File: config.mk
export PLATFORM = sky130hd
export DESIGN_NAME = ysyx_22040895_pcu
export DESIGN_NICKNAME = d
export VERILOG_FILES = /design/src/rtl/ysyx_22040895_pcu_pkg.sv /design/src/rtl/ysyx_22040895_pcu.sv
export SDC_FILE = /design/constraint.sdc
export NUM_CORES = 1
export LEC_CHECK = 0
export CAP_MARGIN = 20
export CORE_ASPECT_RATIO = 1.25
export CORE_MARGIN = 3
export CORE_UTILIZATION = 25
export DETAILED_ROUTE_END_ITERATION = 10
export PLACE_DENSITY_LB_ADDON = 0.15
export SLEW_MARGIN = 20
export SYNTH_ARGS = -nofsm -noshare
export SYNTH_HDL_FRONTEND = slang
export SYNTH_SLANG_ARGS = --single-unit
File: constraint.sdc
create_clock -name clk_i_pcu -period 2.9 [get_ports clk_i_pcu]
set_clock_uncertainty 0.1 [all_clocks]
set_input_delay 0.58 -clock clk_i_pcu [delete_from_list [all_inputs] [get_ports clk_i_pcu]]
set_output_delay 0.58 -clock clk_i_pcu [all_outputs]
set_load 0.005 [all_outputs]
File: src/rtl/ysyx_22040895_pcu_pkg.sv
// Shared types and constants for the PC / fetch sequencer.
package ysyx_22040895_pcu_pkg;

    localparam int REG_W  = 64;
    localparam int INST_W = 32;

    localparam logic [REG_W-1:0] PCU_RESET_PC = 64'h0000_0000_8000_0000;

    typedef enum logic [2:0] {
        PCU_BOOT  = 3'd0,
        PCU_REQ   = 3'd1,
        PCU_WAIT  = 3'd2,
        PCU_HOLD  = 3'd3,
        PCU_DRAIN = 3'd4,
        PCU_HALT  = 3'd5
    } pcu_state_e;

    // Redirect targets are forced to word alignment.
    function automatic logic [REG_W-1:0] align_pc(input logic [REG_W-1:0] addr);
        return {addr[REG_W-1:2], 2'b00};
    endfunction

endpackage

File: src/rtl/ysyx_22040895_pcu.sv
// Program counter and single-outstanding fetch sequencer.
//
// state | meaning
// ------+---------------------------------------------------------------
// BOOT  | one cycle after reset, no bus activity
// REQ   | fetch request valid at the current PC
// WAIT  | request accepted, waiting for the instruction
// HOLD  | instruction buffered and offered to decode
// DRAIN | a stale fetch is outstanding; its response will be discarded
// HALT  | terminal until reset, all handshakes idle
module ysyx_22040895_pcu
    import ysyx_22040895_pcu_pkg::*;
#(
    parameter logic [REG_W-1:0] RESET_PC = PCU_RESET_PC
) (
    input  logic              clk_i_pcu,
    input  logic              rst_n_i_pcu,
    output logic              ifreq_valid_o_pcu,
    input  logic              ifreq_ready_i_pcu,
    output logic [REG_W-1:0]  ifreq_addr_o_pcu,
    input  logic              ifrsp_valid_i_pcu,
    input  logic [INST_W-1:0] ifrsp_inst_i_pcu,
    output logic              ifrsp_ready_o_pcu,
    output logic              inst_valid_o_pcu,
    input  logic              inst_ready_i_pcu,
    output logic [INST_W-1:0] inst_o_pcu,
    output logic [REG_W-1:0]  pc_o_pcu,
    input  logic              redir_valid_i_pcu,
    input  logic [REG_W-1:0]  redir_pc_i_pcu,
    input  logic              halt_i_pcu,
    output logic              flush_o_pcu,
    output logic              halted_o_pcu,
    output logic [REG_W-1:0]  inst_cnt_o_pcu
);

    pcu_state_e        state_q, state_d;
    logic [REG_W-1:0]  pc_q, pc_d;
    logic [INST_W-1:0] inst_q, inst_d;
    logic [REG_W-1:0]  cnt_q, cnt_d;
    logic              flush_q;
    logic              redir_take;

    // Redirects are ignored while booting and once halted.
    assign redir_take = redir_valid_i_pcu && (state_q != PCU_BOOT) && (state_q != PCU_HALT);

    // Register all sequencer state; reset returns to BOOT at RESET_PC.
    always_ff @(posedge clk_i_pcu or negedge rst_n_i_pcu) begin
        if (!rst_n_i_pcu) begin
            state_q <= PCU_BOOT;
            pc_q    <= RESET_PC;
            inst_q  <= '0;
            cnt_q   <= '0;
            flush_q <= 1'b0;
        end else begin
            state_q <= state_d;
            pc_q    <= pc_d;
            inst_q  <= inst_d;
            cnt_q   <= cnt_d;
            flush_q <= redir_take;
        end
    end

    // Next-state, PC, buffer and counter updates; a redirect overrides everything.
    always_comb begin
        state_d = state_q;
        pc_d    = pc_q;
        inst_d  = inst_q;
        cnt_d   = cnt_q;
        if (redir_take) begin
            pc_d = align_pc(redir_pc_i_pcu);
        end
        case (state_q)
            PCU_BOOT: state_d = PCU_REQ;
            PCU_REQ: begin
                if (ifreq_ready_i_pcu) begin
                    state_d = redir_take ? PCU_DRAIN : PCU_WAIT;
                end
            end
            PCU_WAIT: begin
                if (redir_take) begin
                    state_d = ifrsp_valid_i_pcu ? PCU_REQ : PCU_DRAIN;
                end else if (ifrsp_valid_i_pcu) begin
                    inst_d  = ifrsp_inst_i_pcu;
                    state_d = PCU_HOLD;
                end
            end
            PCU_HOLD: begin
                if (redir_take) begin
                    state_d = PCU_REQ;
                end else if (inst_ready_i_pcu) begin
                    pc_d    = pc_q + 64'd4;
                    cnt_d   = cnt_q + 64'd1;
                    state_d = halt_i_pcu ? PCU_HALT : PCU_REQ;
                end
            end
            PCU_DRAIN: begin
                if (!redir_take && ifrsp_valid_i_pcu) begin
                    state_d = PCU_REQ;
                end
            end
            PCU_HALT: state_d = PCU_HALT;
            default:  state_d = PCU_BOOT;
        endcase
    end

    assign ifreq_valid_o_pcu = (state_q == PCU_REQ);
    assign ifreq_addr_o_pcu  = pc_q;
    assign ifrsp_ready_o_pcu = (state_q == PCU_WAIT) || (state_q == PCU_DRAIN);
    // A same-cycle redirect squashes the offered instruction.
    assign inst_valid_o_pcu  = (state_q == PCU_HOLD) && !redir_valid_i_pcu;
    assign inst_o_pcu        = inst_q;
    assign pc_o_pcu          = pc_q;
    assign flush_o_pcu       = flush_q;
    assign halted_o_pcu      = (state_q == PCU_HALT);
    assign inst_cnt_o_pcu    = cnt_q;

endmodule

==> metrics.md <==
| Metric | Value |
|---|---|
| Status | finished, final reports clean |
| Net Sw Power | 3.44 mW |
| CTS tree | built |
| Max-slew headroom | 0.522 |
| Commonest non-fill, non-tap cell in the layout | clkdlybuf4s50_1 |
| Setup TNS | 0 ns |
| Most frequent cells in the layout | clkdlybuf4s50_1 (328), dfrtp_1 (162), nand2_1 (92) |
| # rows | 75 |
| Via density | 4.72 |
| Avg WL per Cell | 17.8 um |
| Reg clk slew, reported paths | 0.06 ns |
| Largest net degree at the start of global routing | 59 |
| Pwr per Cell Area | 776 nW/um^2 |
| Clk root buf | clkbuf_16 |
| Sequential share of the synthesized area | 0.471 |
| Internal power | 6.66 mW |
| Max clock buf depth | 2 |
| Warnings, synthesis | 0 |
| Area growth syn-to-layout | 49.2% |
| Critical Path End Type | primary output |
| Die Ht | 215 um |
| Average instance area after synthesis | 9.87 sq um |
| Tmin final | 2.79 ns |
| Grt ovf | 0 |
| Clock share of power | 0.234 |
| Register area | 4110 sq um |
| Worst Hold Class | in2async |
| Cell variety after synth | 52 |
| Primary FF master, synth | dfrtp_1 |
| Hold Fails Final Rpt | 0 |
| Cts bufs inserted | 17 |
| Crit path DAT | 2.11 ns |
| CTS H-tree lvls | 4 |
| Synth async-reset ratio | 1.00 |
| Initial Utilization | 0.257 |
| GRT Util Overall | 0.157 |
| Leakage power total | 5.32 nW |
| Gate power share | 0.401 |
| Fmax | 358 MHz |
| Syn Nets | 989 |
| Port Buffers | 329 |
| Vias in the first global route | 8072 |
| CP Class | in2out |
| Switching Fraction | 0.341 |
| # hold bufs at CTS | 0 |
| RSZ-0062 raised after global routing | false |
| Core area | 34000 sq um |
| DRT iter0 DRCs | 389 |
| Antenna viol nets, final | 0 |
| Part of the power in registers | 0.365 |
| Final GP Congestion | 0.786 |
| Worst setup SP type | input pin |
| Die Span X | 173 um |
| Synthesized cell area | 8720 sq um |
| Fill count | 3506 |
| Slew Limit Fails | 0 |
| Worst skew pair latency | 0.44 ns |
| First-pass GRT wire length | 46.4 mm |
| Initial antenna violation count | 3 |
| Post-CTS Setup Bufs | 0 |
| Period utilization | 0.962 |
| Max-Cap Viols | 0 |
| Number of iterations in the first detailed-routing pass | 6 |
| Crit Path Max Fanout | 5 |
| DP HPWL | 22.3 mm |
| Final net count | 1293 |
| Post-Syn Instances | 884 |
| WP data required | 2.22 ns |
| Final hold slack | 0.0369 ns |
| Yosys reg bits | 164 |
| Die area | 37200 sq um |
| Number of synthesized flops with an enable pin | 0 |
| Number of remaining DRC errors | 0 |
| IO Pins | 332 |
| Least-Margin Pin Slew | 0.710 ns |
| # setup viols final | 0 |
| Total Wirelength | 29.5 mm |
| Via count | 7838 |
| Multi-input logic area | 3960 sq um |
| Share of post-route cells with drive strength above 1 | 0.108 |
| Clock sinks | 164 |
| Max rail drop VDD | 0.000423 V |
==> logic make-up after synthesis <==
kind of cell / after synthesis / share of synthesized area
adders and majority gates: 2 / 0.00287
muxes: 34 / 0.0437
and+or+nand+nor: 377 / 0.241
buffers and inverters: 113 / 0.0770
xor gates and xnor gates: 91 / 0.0914
DFF: 164 / 0.471
AOI/OAI and AO/OA: 103 / 0.0739
==> power by group through the flow <==
stage               Clock [mW]  Sequential [mW]  Combinational [mW]
floorplan                    0             3.56                1.89
global placement             0             3.72                4.08
detailed placement           0             3.74                4.09
CTS                       2.47             3.70                4.12
global route              2.54             3.82                4.42
finish                    2.36             3.69                4.05
==> through the flow <==
step                      setup slack (ns)  cell area, sq um  utilization  cells  total power [mW]
after floorplan                      0.414              8720            -    884              5.45
after CTS                           0.0358             13000        0.383   1661              10.3
after global routing               0.00742             13000        0.383   1662              10.8
after detailed placement           -0.0483             12400        0.366   1631              7.82
after global placement             -0.0144             12400        0.366   1631              7.80
final                                0.110             13000        0.383   1662              10.1
==> synth_stat cells, types with 2 or more instances <==
cell type  number  area share
dfrtp_1       163        0.47
nand2_1        92       0.040
buf_4          65       0.056
nor2_1         53       0.023
nand4_1        50       0.036
xor2_1         50       0.050
nand3_1        45       0.026
o21ai_0        41       0.024
xnor2_1        41       0.041
mux2_2         33       0.043
a31oi_1        27       0.019
or4_1          23       0.020
clkbuf_1       22      0.0095
nor3_1         21       0.012
and3_1         20       0.014
inv_1          18      0.0077
o31ai_1        18       0.015
nor4_1         16       0.011
and4_1         12       0.012
or3_1          10      0.0072
nand2b_1        6      0.0043
and2_1          5      0.0036
nor2b_1         5      0.0036
buf_1           4      0.0017
a21oi_1         3      0.0017
buf_2           3      0.0017
nor4_2          3      0.0043
nor4_4          3      0.0073
o311ai_0        3      0.0030
a22oi_1         2      0.0017
a41oi_1         2      0.0020
ha_1            2      0.0029
nand4_2         2      0.0029
nor3_2          2      0.0023
o211a_1         2      0.0023
==> what timing repair did <==
action	4_1_cts	5_1_grt
resized for setup	0	2
setup endpoints to repair	0	2
hold endpoints to repair	0	0
==> worst paths after layout <==
| path | from | cells after the start | to | slack (ns) |
|---|---|---|---|---|
| setup / recovery | redir_valid_i_pcu | 4 | inst_valid_o_pcu | 0.11 |
| hold / removal | rst_n_i_pcu | 1 | inst_o_pcu[14]$_DFFE_PN0P_ | 0.04 |
| setup reg to reg | ifreq_addr_o_pcu[3]$_DFF_PN0_ | 6 | ifreq_addr_o_pcu[48]$_DFF_PN0_ | 0.18 |
| hold reg to reg | inst_cnt_o_pcu[63]$_DFFE_PN0P_ | 1 | inst_cnt_o_pcu[63]$_DFFE_PN0P_ | 0.37 |
| max in group asynchronous | rst_n_i_pcu | 2 | inst_cnt_o_pcu[10]$_DFFE_PN0P_ | 1.85 |
| min in group clk_i_pcu | inst_cnt_o_pcu[63]$_DFFE_PN0P_ | 1 | inst_cnt_o_pcu[63]$_DFFE_PN0P_ | 0.37 |
==> metal layers <==
layer	global-route usage	routed length [um]
met1	0.193	12800
met2	0.267	14500
met3	0.0385	1580
met4	0.0608	615
met5	0	34
==> registers in the layout, indices dropped and copies added, names as in the netlist <==
name,count
inst_o_pcu,32
state_q,3
flush_o_pcu,1
inst_cnt_o_pcu,64
ifreq_addr_o_pcu,64
==> critical path: stages <==
cell and delay [ns]:
clkdlybuf4s50_1 0.43, nand4bb_2 0.34, inv_1 0.19, clkdlybuf4s50_1 0.58
==> cell type report <==
type | count | area share
sequential | 164 | 0.315
clock inverter | 11 | 0.0116
antenna | 1 | 0.000192
tap | 462 | 0.0444
inverter | 19 | 0.00548
timing repair buffer | 379 | 0.285
clock buffer | 19 | 0.0340
multi-input combinational | 607 | 0.304
No activity file was read; power rests on OpenSTA's default activity.
